### src/rtl/acq_pkg.sv
// Shared definitions for the acquisition sequencer.
// Contents:
//   acq_state_t      - FSM state encoding; also driven out on acq_state
//   MEAS_*           - meas_state codes from the front-panel controller
//   TIME_STATE_MIN/MAX - clamp limits for the timebase index
//   is_pause()       - true for PAUSE and for the unused code 11
package acq_pkg;

  typedef enum logic [2:0] {
    ST_IDLE = 3'd0,
    ST_PRE  = 3'd1,
    ST_ARM  = 3'd2,
    ST_POST = 3'd3,
    ST_DONE = 3'd4,
    ST_HOLD = 3'd5
  } acq_state_t;

  localparam logic [1:0] MEAS_RUN    = 2'b00;
  localparam logic [1:0] MEAS_SINGLE = 2'b01;
  localparam logic [1:0] MEAS_PAUSE  = 2'b10;

  localparam int TIME_STATE_MIN = 3;
  localparam int TIME_STATE_MAX = 20;

  // Codes 10 and 11 both mean "stop acquiring".
  function automatic logic is_pause(input logic [1:0] meas);
    return meas[1];
  endfunction

endpackage

### src/rtl/sample_rate_div.sv
// Sample strobe generator.
// Ports:
//   clk, rst      - clock, asynchronous active-high reset
//   clr           - synchronous clear of the divider (setting change)
//   time_state    - timebase index, clamped to TIME_STATE_MIN..TIME_STATE_MAX
//   sample_en     - registered one-cycle strobe every 2^(ts-3) cycles
module sample_rate_div
  import acq_pkg::*;
(
  input  logic       clk,
  input  logic       rst,
  input  logic       clr,
  input  logic [4:0] time_state,
  output logic       sample_en
);

  logic [4:0]  ts_clamped;
  logic [4:0]  shift;
  logic [16:0] limit;
  logic [16:0] cnt;

  always_comb begin
    ts_clamped = time_state;
    if (time_state < 5'(TIME_STATE_MIN)) ts_clamped = 5'(TIME_STATE_MIN);
    if (time_state > 5'(TIME_STATE_MAX)) ts_clamped = 5'(TIME_STATE_MAX);
    shift = ts_clamped - 5'(TIME_STATE_MIN);
    // limit = 2^shift - 1; at shift=17 the shifted mask is empty, giving all ones.
    limit = ~(17'h1FFFF << shift);
  end

  // '>=' rather than '==' so a timebase change to a faster rate mid-count
  // fires promptly instead of waiting for the counter to wrap.
  always_ff @(posedge clk or posedge rst) begin
    if (rst) begin
      cnt       <= '0;
      sample_en <= 1'b0;
    end else if (clr) begin
      cnt       <= '0;
      sample_en <= 1'b0;
    end else if (cnt >= limit) begin
      cnt       <= '0;
      sample_en <= 1'b1;
    end else begin
      cnt       <= cnt + 17'd1;
      sample_en <= 1'b0;
    end
  end

endmodule

### src/rtl/acq_sequencer.sv
// Acquisition frame sequencer: pre-trigger fill, arm (circular fill until a
// trigger or auto timeout), post-trigger fill, then hand-off to the display.
// Ports:
//   sys_clk, sys_rst   - clock, asynchronous active-high reset
//   meas_state         - 00 RUN, 01 SINGLE, 1x PAUSE
//   en_force_trig      - enables the auto-trigger timeout
//   state_change_flag  - one-cycle pulse: a setting changed, restart the frame
//   time_state         - timebase index
//   trig_hit           - trigger comparator, only looked at on sample strobes
//   disp_busy          - display is reading the buffer
//   sample_en          - sample strobe
//   wr_en, wr_addr     - buffer write port
//   trig_addr          - address of the triggering sample
//   frame_done         - one-cycle pulse on entry to DONE
//   armed              - high while in ARM
//   acq_state          - current FSM state
// Write port semantics: a sample is written exactly in the cycles where
// wr_en=1; wr_addr is valid in those cycles and advances by one after each.
// There is no back-pressure from the buffer.
module acq_sequencer
  import acq_pkg::*;
#(
  parameter int ADDR_W   = 10,
  parameter int PRE_TRIG = 256,
  parameter int AUTO_TMO = 1024
) (
  input  logic              sys_clk,
  input  logic              sys_rst,
  input  logic [1:0]        meas_state,
  input  logic              en_force_trig,
  input  logic              state_change_flag,
  input  logic [4:0]        time_state,
  input  logic              trig_hit,
  input  logic              disp_busy,
  output logic              sample_en,
  output logic              wr_en,
  output logic [ADDR_W-1:0] wr_addr,
  output logic [ADDR_W-1:0] trig_addr,
  output logic              frame_done,
  output logic              armed,
  output logic [2:0]        acq_state
);

  localparam int DEPTH = 1 << ADDR_W;
  localparam int TMO_W = $clog2(AUTO_TMO + 1);
  localparam logic [ADDR_W-1:0] PRE_LAST  = ADDR_W'(PRE_TRIG - 1);
  localparam logic [ADDR_W-1:0] POST_LAST = ADDR_W'(DEPTH - PRE_TRIG - 1);
  localparam logic [TMO_W-1:0]  TMO_LAST  = TMO_W'(AUTO_TMO - 1);

  acq_state_t        state, state_next;
  logic [ADDR_W-1:0] seg_cnt;   // writes so far in PRE or in POST
  logic [TMO_W-1:0]  tmo_cnt;   // strobes seen in ARM, saturates at AUTO_TMO-1
  logic              paused;
  logic              writing;
  logic              restart;
  logic              trig_fire;

  sample_rate_div u_div (
    .clk        (sys_clk),
    .rst        (sys_rst),
    .clr        (state_change_flag),
    .time_state (time_state),
    .sample_en  (sample_en)
  );

  assign paused    = is_pause(meas_state);
  assign writing   = (state == ST_PRE) || (state == ST_ARM) || (state == ST_POST);
  // Decode of two flops (strobe and state), so it carries no input-to-output path.
  assign wr_en     = sample_en & writing;
  assign restart   = writing & state_change_flag & ~paused;
  assign acq_state = state;

  always_comb begin
    state_next = state;
    trig_fire  = 1'b0;
    case (state)
      ST_IDLE: state_next = paused ? ST_HOLD : ST_PRE;
      ST_PRE: begin
        if (paused)                                state_next = ST_HOLD;
        else if (state_change_flag)                state_next = ST_PRE;
        else if (sample_en && seg_cnt == PRE_LAST) state_next = ST_ARM;
      end
      ST_ARM: begin
        if (paused)                 state_next = ST_HOLD;
        else if (state_change_flag) state_next = ST_PRE;
        else if (sample_en && (trig_hit || (en_force_trig && tmo_cnt == TMO_LAST))) begin
          state_next = ST_POST;
          trig_fire  = 1'b1;
        end
      end
      ST_POST: begin
        if (paused)                                 state_next = ST_HOLD;
        else if (state_change_flag)                 state_next = ST_PRE;
        else if (sample_en && seg_cnt == POST_LAST) state_next = ST_DONE;
      end
      ST_DONE: begin
        if (!disp_busy) state_next = (meas_state == MEAS_RUN) ? ST_PRE : ST_HOLD;
      end
      ST_HOLD: begin
        if (state_change_flag && !paused) state_next = ST_PRE;
      end
      default: state_next = ST_IDLE;
    endcase
  end

  always_ff @(posedge sys_clk or posedge sys_rst) begin
    if (sys_rst) begin
      state      <= ST_IDLE;
      wr_addr    <= '0;
      trig_addr  <= '0;
      seg_cnt    <= '0;
      tmo_cnt    <= '0;
      frame_done <= 1'b0;
      armed      <= 1'b0;
    end else begin
      state      <= state_next;
      frame_done <= (state_next == ST_DONE) && (state != ST_DONE);
      armed      <= (state_next == ST_ARM);
      if (wr_en)     wr_addr   <= wr_addr + ADDR_W'(1);
      if (trig_fire) trig_addr <= wr_addr;
      // Segment counter restarts on every state change and on a setting change.
      if (state_next != state || restart)
        seg_cnt <= '0;
      else if (wr_en && (state == ST_PRE || state == ST_POST))
        seg_cnt <= seg_cnt + ADDR_W'(1);
      // Held at zero outside ARM, so it is clear on every entry to ARM.
      if (state != ST_ARM)
        tmo_cnt <= '0;
      else if (sample_en && tmo_cnt != TMO_LAST)
        tmo_cnt <= tmo_cnt + TMO_W'(1);
    end
  end

endmodule

### config.mk
export PLATFORM = sky130hd
export DESIGN_NAME = acq_sequencer
export DESIGN_NICKNAME = d
export VERILOG_FILES = /design/src/rtl/acq_pkg.sv /design/src/rtl/sample_rate_div.sv /design/src/rtl/acq_sequencer.sv
export SDC_FILE = /design/constraint.sdc
export NUM_CORES = 1
export LEC_CHECK = 0
export CAP_MARGIN = 0
export CORE_AREA = 5 5 100 102
export CTS_BUF_LIST = sky130_fd_sc_hd__clkbuf_4 sky130_fd_sc_hd__clkbuf_8
export DETAILED_ROUTE_END_ITERATION = 10
export DIE_AREA = 0 0 105 107
export HOLD_SLACK_MARGIN = 0.1
export PLACE_DENSITY_LB_ADDON = 0.1
export SLEW_MARGIN = 20
export SYNTH_ARGS = -nofsm -noshare
export SYNTH_HDL_FRONTEND = slang
export SYNTH_SLANG_ARGS = --single-unit
### constraint.sdc
create_clock -name sys_clk -period 2.6 [get_ports sys_clk]
set_input_delay 0.26 -clock sys_clk [delete_from_list [all_inputs] [get_ports sys_clk]]
set_output_delay 0.26 -clock sys_clk [all_outputs]
set_load 0.1 [all_outputs]
; Word-level counts from Yosys, hierarchy flattened
; Cells that the tools add are included.
[op_classes]
eq_ne = 14
reduce_logical = 18
mux = 28
shifts = 1
magnitude_cmp = 3
n_bitwise = 5
addsub = 5
[op_table]
columns = operator, count
row1 = $mux 3, 13
row2 = $mux 17, 2
row3 = $mux 11, 2
row4 = $add 10x1->10 const B, 2
row5 = $mux 10, 2
row6 = $pmux 3 s6, 1
row7 = $add 17x1->17 const B, 1
row8 = $ge 17x17->1, 1
row9 = $not 17->17, 1
row10 = $shl 17x5->17 const A, 1
row11 = $add 11x1->11 const B, 1
row12 = $eq 11x10->1 const B, 1
row13 = $ne 11x10->1 const B, 1
row14 = $eq 10x10->1 const B, 1
row15 = $eq 10x8->1 const B, 1
row16 = $mux 5, 2
row17 = $eq 3x2->1 const B, 3
row18 = $eq 3x3->1 const B, 3
row19 = $logic_and 1x1->1, 8
row20 = $mux 1, 6
row21 = $gt 5x5->1 const B, 1
row22 = $logic_or 1x1->1, 5
row23 = $lt 5x2->1 const B, 1
row24 = $sub 5x2->5 const B, 1
row25 = 10 further kinds, 13
[totals]
register_bits = 64
in_bits = 13
wordCells = 83
out_inout_bits = 27

; Logic depth before layout (Yosys ltp)
[logic_depth]
word_depth = 11
depth_mapped = 20
ltp_nobuf = 17

; Modules after synthesis
; A second synthesis with hierarchy kept.
[hier_totals]
cells_unflattened = 399
hier_area_um2 = 3781.1
[by_module_without_submodules]
columns = mod, n_inst, area_per_inst_um2, cells_each
row1 = acq_sequencer, 1, 2265.9, 223
row2 = sample_rate_div, 1, 1515.2, 176

; Worst setup path after synthesis
; OpenSTA, ideal clock, no wires.
[synth_path]
path_type = in2reg
start = in time_state[3]
end = reg u_div.cnt[10]
path_slack_ps = -1112
setup_time_ps = 121
path_stages = 18
arrival_time_ps = 3590
cell_sequence = clkbuf_1 -> nor2_1 -> nor2_1 -> nor2_1 -> a21oi_1 -> inv_1 -> ha_1 -> clkbuf_1 -> nor2_1 -> o32ai_1 -> a21boi_0 -> ha_1 -> nor3_1 -> nor4_1 -> nand2_1 -> a311oi_2 -> buf_2 -> nor2_1
[synth_between]
elab_chain_len = 9
word_cells_on_any_way = 10
[synth_rtl]
columns = item, line
row1 = "start, declared", acq_sequencer.sv:32  ; input logic [4:0] time_state,
row2 = $lt 5x2->1, sample_rate_div.sv:24  ; if (time_state < 5'(TIME_STATE_MIN)) ts_clamped = 5'(TIME_STATE_MIN);
row3 = $mux 5, sample_rate_div.sv:24
row4 = $mux 5 *, sample_rate_div.sv:25  ; if (time_state > 5'(TIME_STATE_MAX)) ts_clamped = 5'(TIME_STATE_MAX);
row5 = $sub 5x2->5 *, sample_rate_div.sv:26  ; shift = ts_clamped - 5'(TIME_STATE_MIN);
row6 = $shl 17x5->17 *, sample_rate_div.sv:28  ; limit = ~(17'h1FFFF << shift);
row7 = $not 17->17 *, sample_rate_div.sv:28
row8 = $ge 17x17->1 *, sample_rate_div.sv:40  ; end else if (cnt >= limit) begin
row9 = $mux 17 *, sample_rate_div.sv:40
row10 = $mux 17 *, sample_rate_div.sv:37  ; end else if (clr) begin
row11 = "end signal, assigned", sample_rate_div.sv:44  ; cnt <= cnt + 17'd1;
row12 = "end, declared", sample_rate_div.sv:20  ; logic [16:0] cnt;
; Every way passes the cells marked *; elsewhere a longest branch is shown, timed or not.
; A chain may end at the register's enable or synchronous reset.

; Worst setup path after layout
[layout_path]
start = in time_state[3]
end = reg u_div.cnt[11]
; The elaborated chain is that of the path after synthesis.

==> impl_metrics.csv <==
group,metric,value,unit
final_layout,diodes,0,
final_layout,postLayoutCellArea,5263,um2
power,ir_worst_vdd,217.2,uV
final_layout,area_growth,33.27,%
clock_network,hold_buffers,0,
detailed_routing,drt_iter0_markers,274,
grt,grt_antenna_before_repair,0,
yosys,synthTopCellsByArea,"dfrtp_1 (41%), ha_1 (7.3%), xnor2_1 (6.7%)",
sta,hold_slack,0.2943,ns
die,die_w,105,um
yosys,syn_avg_cell_area,9.269,um2
place,gp_congestion,0.7946,
final_layout,final_cells,628,
outcome,status,"finished with violations",
clock_network,cts_buffers,9,
sta,setup_viol,18,
power,leakage,0.002386,uW
yosys,syn_inst,426,
sta,drv_slew,0,
die,io_pins,40,
detailed_routing,wl_per_cell,15.19,um
clock_network,cts.sinks,64,
sta,rsz0062_at_grt,"true",
yosys,ys_async_sr_fraction,1.000,
sta,clock_skew,0.01237,ns
yosys,synth_edf_count,0,
sta,hold_viol,0,
sta,relSlewSlack,0.4690,
clock_network,cts_tree,"yes",
worst_setup_path,crit_arrival,3.18,ns
yosys,synth_area,3949,um2
sta,fmax,0.3408,GHz
worst_setup_path,cp-start-kind,"input port",
detailed_routing,detail_route.first_pass.iterations,4,
grt,grt_max_degree,65,
worst_setup_path,crit_type,"input port to register",
worst_setup_path,crit_path_max_fanout,8,
worst_setup_path,worstPathRequired,2.84,ns
yosys,yosysWarnings,0,
yosys,ys_seq_elements,64,
clock_network,root_buffer,"clkbuf_8",
sta,worst_slew_pin_slew,0.7931,ns
clock_network,clk_latency,0.35,ns
detailed_routing,drc,0,
power,p_per_area,418.0,nW/um2
yosys,ys_types,50,
die,num_rows,35,
outcome,violations,"negative setup slack",
place,place_hpwl,6.664,mm
sta,finalCritPeriodShare,1.129,
detailed_routing,wirelength,9.539,mm
place,dpl.cell_count,603,
sta,layout_setup_ws,-0.3341,ns
yosys,seq_area_frac_synth,0.4056,
place,dpl_cell_area,4792,um2
worst_setup_path,end_kind,"register",
min_path,hp-class,"input port to async pin",
die,die_area,11240,um2
yosys,syn_nets,462,
detailed_routing,vias_per_cell,5.420,
grt,track_usage,0.1736,
die,core_area,9021,um2
grt,grt_pass1_wl,16.01,mm
yosys,synth_ff_type,"dfrtp_1",
grt,grt_pass1_vias,3363,
clock_network,clock_path_buffers,2,
grt,overflow,0,
die,die_y,107,um
die,initial_core_util,0.4377,
yosys,synth_top_area_share,0.4056,
final_layout,final_nets,548,
detailed_routing,vias,3404,
sta,fin_crit,2.934,ns
final_layout,drive_above_1_share,0.3056,
flow_run,max_cap_viol_count,0,
clock_network,clk_pin_slew,0.08,ns
yosys,synth.largest_area_cell,"dfrtp_1",
place,port_buffers,39,
clock_network,h-tree-depth,3,
detailed_routing,ant_nets,0,
## cells in the mapped netlist (2+ instances only)
cell / n
nand3b_1: 2
ha_1: 23
a21oi_1: 14
buf_2: 5
a211oi_1: 3
dfrtp_1: 64
clkbuf_1: 8
a31oi_1: 7
and4_1: 4
a21boi_0: 3
or3_1: 6
inv_1: 17
nand4_1: 13
nand2b_1: 2
nor3_1: 8
o21bai_1: 2
nand3_1: 22
maj3_1: 2
o32ai_1: 2
and3_1: 9
nor3b_1: 7
nor2_1: 44
xor2_1: 13
a221oi_1: 3
and2_1: 4
mux2_4: 10
o21ai_0: 18
nor2b_1: 6
nor4_1: 6
xnor2_1: 30
a21o_1: 3
nand2_1: 47
o22ai_1: 2
## worst paths after layout
check | startpoint | end | slack (ns) | depth (start not counted)
worst max-delay path | time_state[3] | u_div.cnt[11] | -0.33 | 20
worst min-delay path | sys_rst | seg_cnt[3] | 0.29 | 3
worst max register to register | u_div.cnt[0] | u_div.cnt[11] | 0.49 | 9
worst min register to register | trig_addr[0] | trig_addr[0] | 0.52 | 1
max in group asynchronous | sys_rst | tmo_cnt[5] | 2.02 | 3
min in group sys_clk | trig_addr[0] | trig_addr[0] | 0.52 | 1
## flip-flops by register name, summed over array words and instances, names as in the netlist
name,cells
u_div.cnt,17
armed,1
tmo_cnt,11
acq_state,3
u_div.sample_en,1
wr_addr,10
frame_done,1
seg_cnt,10
trig_addr,10
## layer usage
metal | vias to the layer above | track usage | routed length (um)
met5 | - | 0 | 0
met4 | 0 | 0.05662 | 123
met3 | 13 | 0.03552 | 324
met2 | 76 | 0.2855 | 4662
met1 | 1632 | 0.2288 | 4428
li1 | 1683 | - | -
## power breakdown
part	internal, uW	switching [uW]	leakage (uW)
Clock	373	425	0.0000845
Combinational	171	213	0.00142
Sequential	1000	15.1	0.000884
## through the flow
| stage | total power [uW] | util | setup WS, ns | setup TNS, ns |
|---|---|---|---|---|
| 2_1_floorplan | 1247 | - | -0.5045 | -7.790 |
| 3_3_place_gp | 1367 | 0.5312 | -0.9729 | -17.21 |
| 3_5_place_dp | 1371 | 0.5312 | -1.036 | -18.38 |
| 4_1_cts | 2201 | 0.5748 | -0.2790 | -4.626 |
| 5_1_grt | 2316 | 0.5834 | -0.4998 | -8.500 |
| 6_report | 2200 | 0.5834 | -0.3341 | -5.574 |
## timing repair
item                                    in CTS  in global routing
cloned                                       1                  0
gates resized for setup                     47                 16
endpoints found under the setup margin      18                 18
pin swaps                                   26                 14
setup buffers                                5                  4
## worst max-delay path, stage by stage
cell and delay [ns]:
buf_6 0.10, nor2_4 0.12, nor2_1 0.06, nor2_1 0.11, a21oi_2 0.06, inv_2 0.07
ha_4 0.17, nor4_2 0.05, a31oi_1 0.23, o32ai_4 0.16, buf_4 0.16, a21o_1 0.18
ha_4 0.27, nand3_2 0.08, nor4_2 0.25, nand2_1 0.15, a311oi_4 0.33, buf_6 0.17
buf_16 0.14, nor2_2 0.04
## area by class of cell
class,instances,area [um2]
multi-input cells,330,2514
clock buffers,10,137.6
clock inverters,6,45.04
fillers,793,3759
flip-flops and latches,64,1602
repair buffers,90,762.0
inverters,17,63.81
well taps,111,138.9
## cells in the final DEF, fill, tap and decap left out, types with 9 or more instances in the layout
cell	synthesis	routed
xnor2_1	30	28
xor2_1	13	13
nor2_1	44	34
ha_1	23	18
nand4_1	13	13
nand2_1	47	45
inv_1	17	14
o21ai_0	18	17
dfrtp_1	64	64
buf_4	0	71
clkbuf_8	0	10
a21oi_1	14	11
and3_1	9	9
mux2_4	10	10
nand3_1	22	21
## cells by family (layout without fill, tap and decap cells)
kind of cell / count (synthesis) / after routing / synth area share
and+or+nand+nor: 187 / 187 / 0.2427
DFF: 64 / 64 / 0.4056
adders and majority gates: 25 / 25 / 0.07795
buffers and inverters: 32 / 123 / 0.03390
xor gates and xnor gates: 43 / 43 / 0.09537
AOI/OAI and AO/OA: 63 / 63 / 0.1011
muxes: 12 / 12 / 0.04341
(Power assumes the default switching activity.)
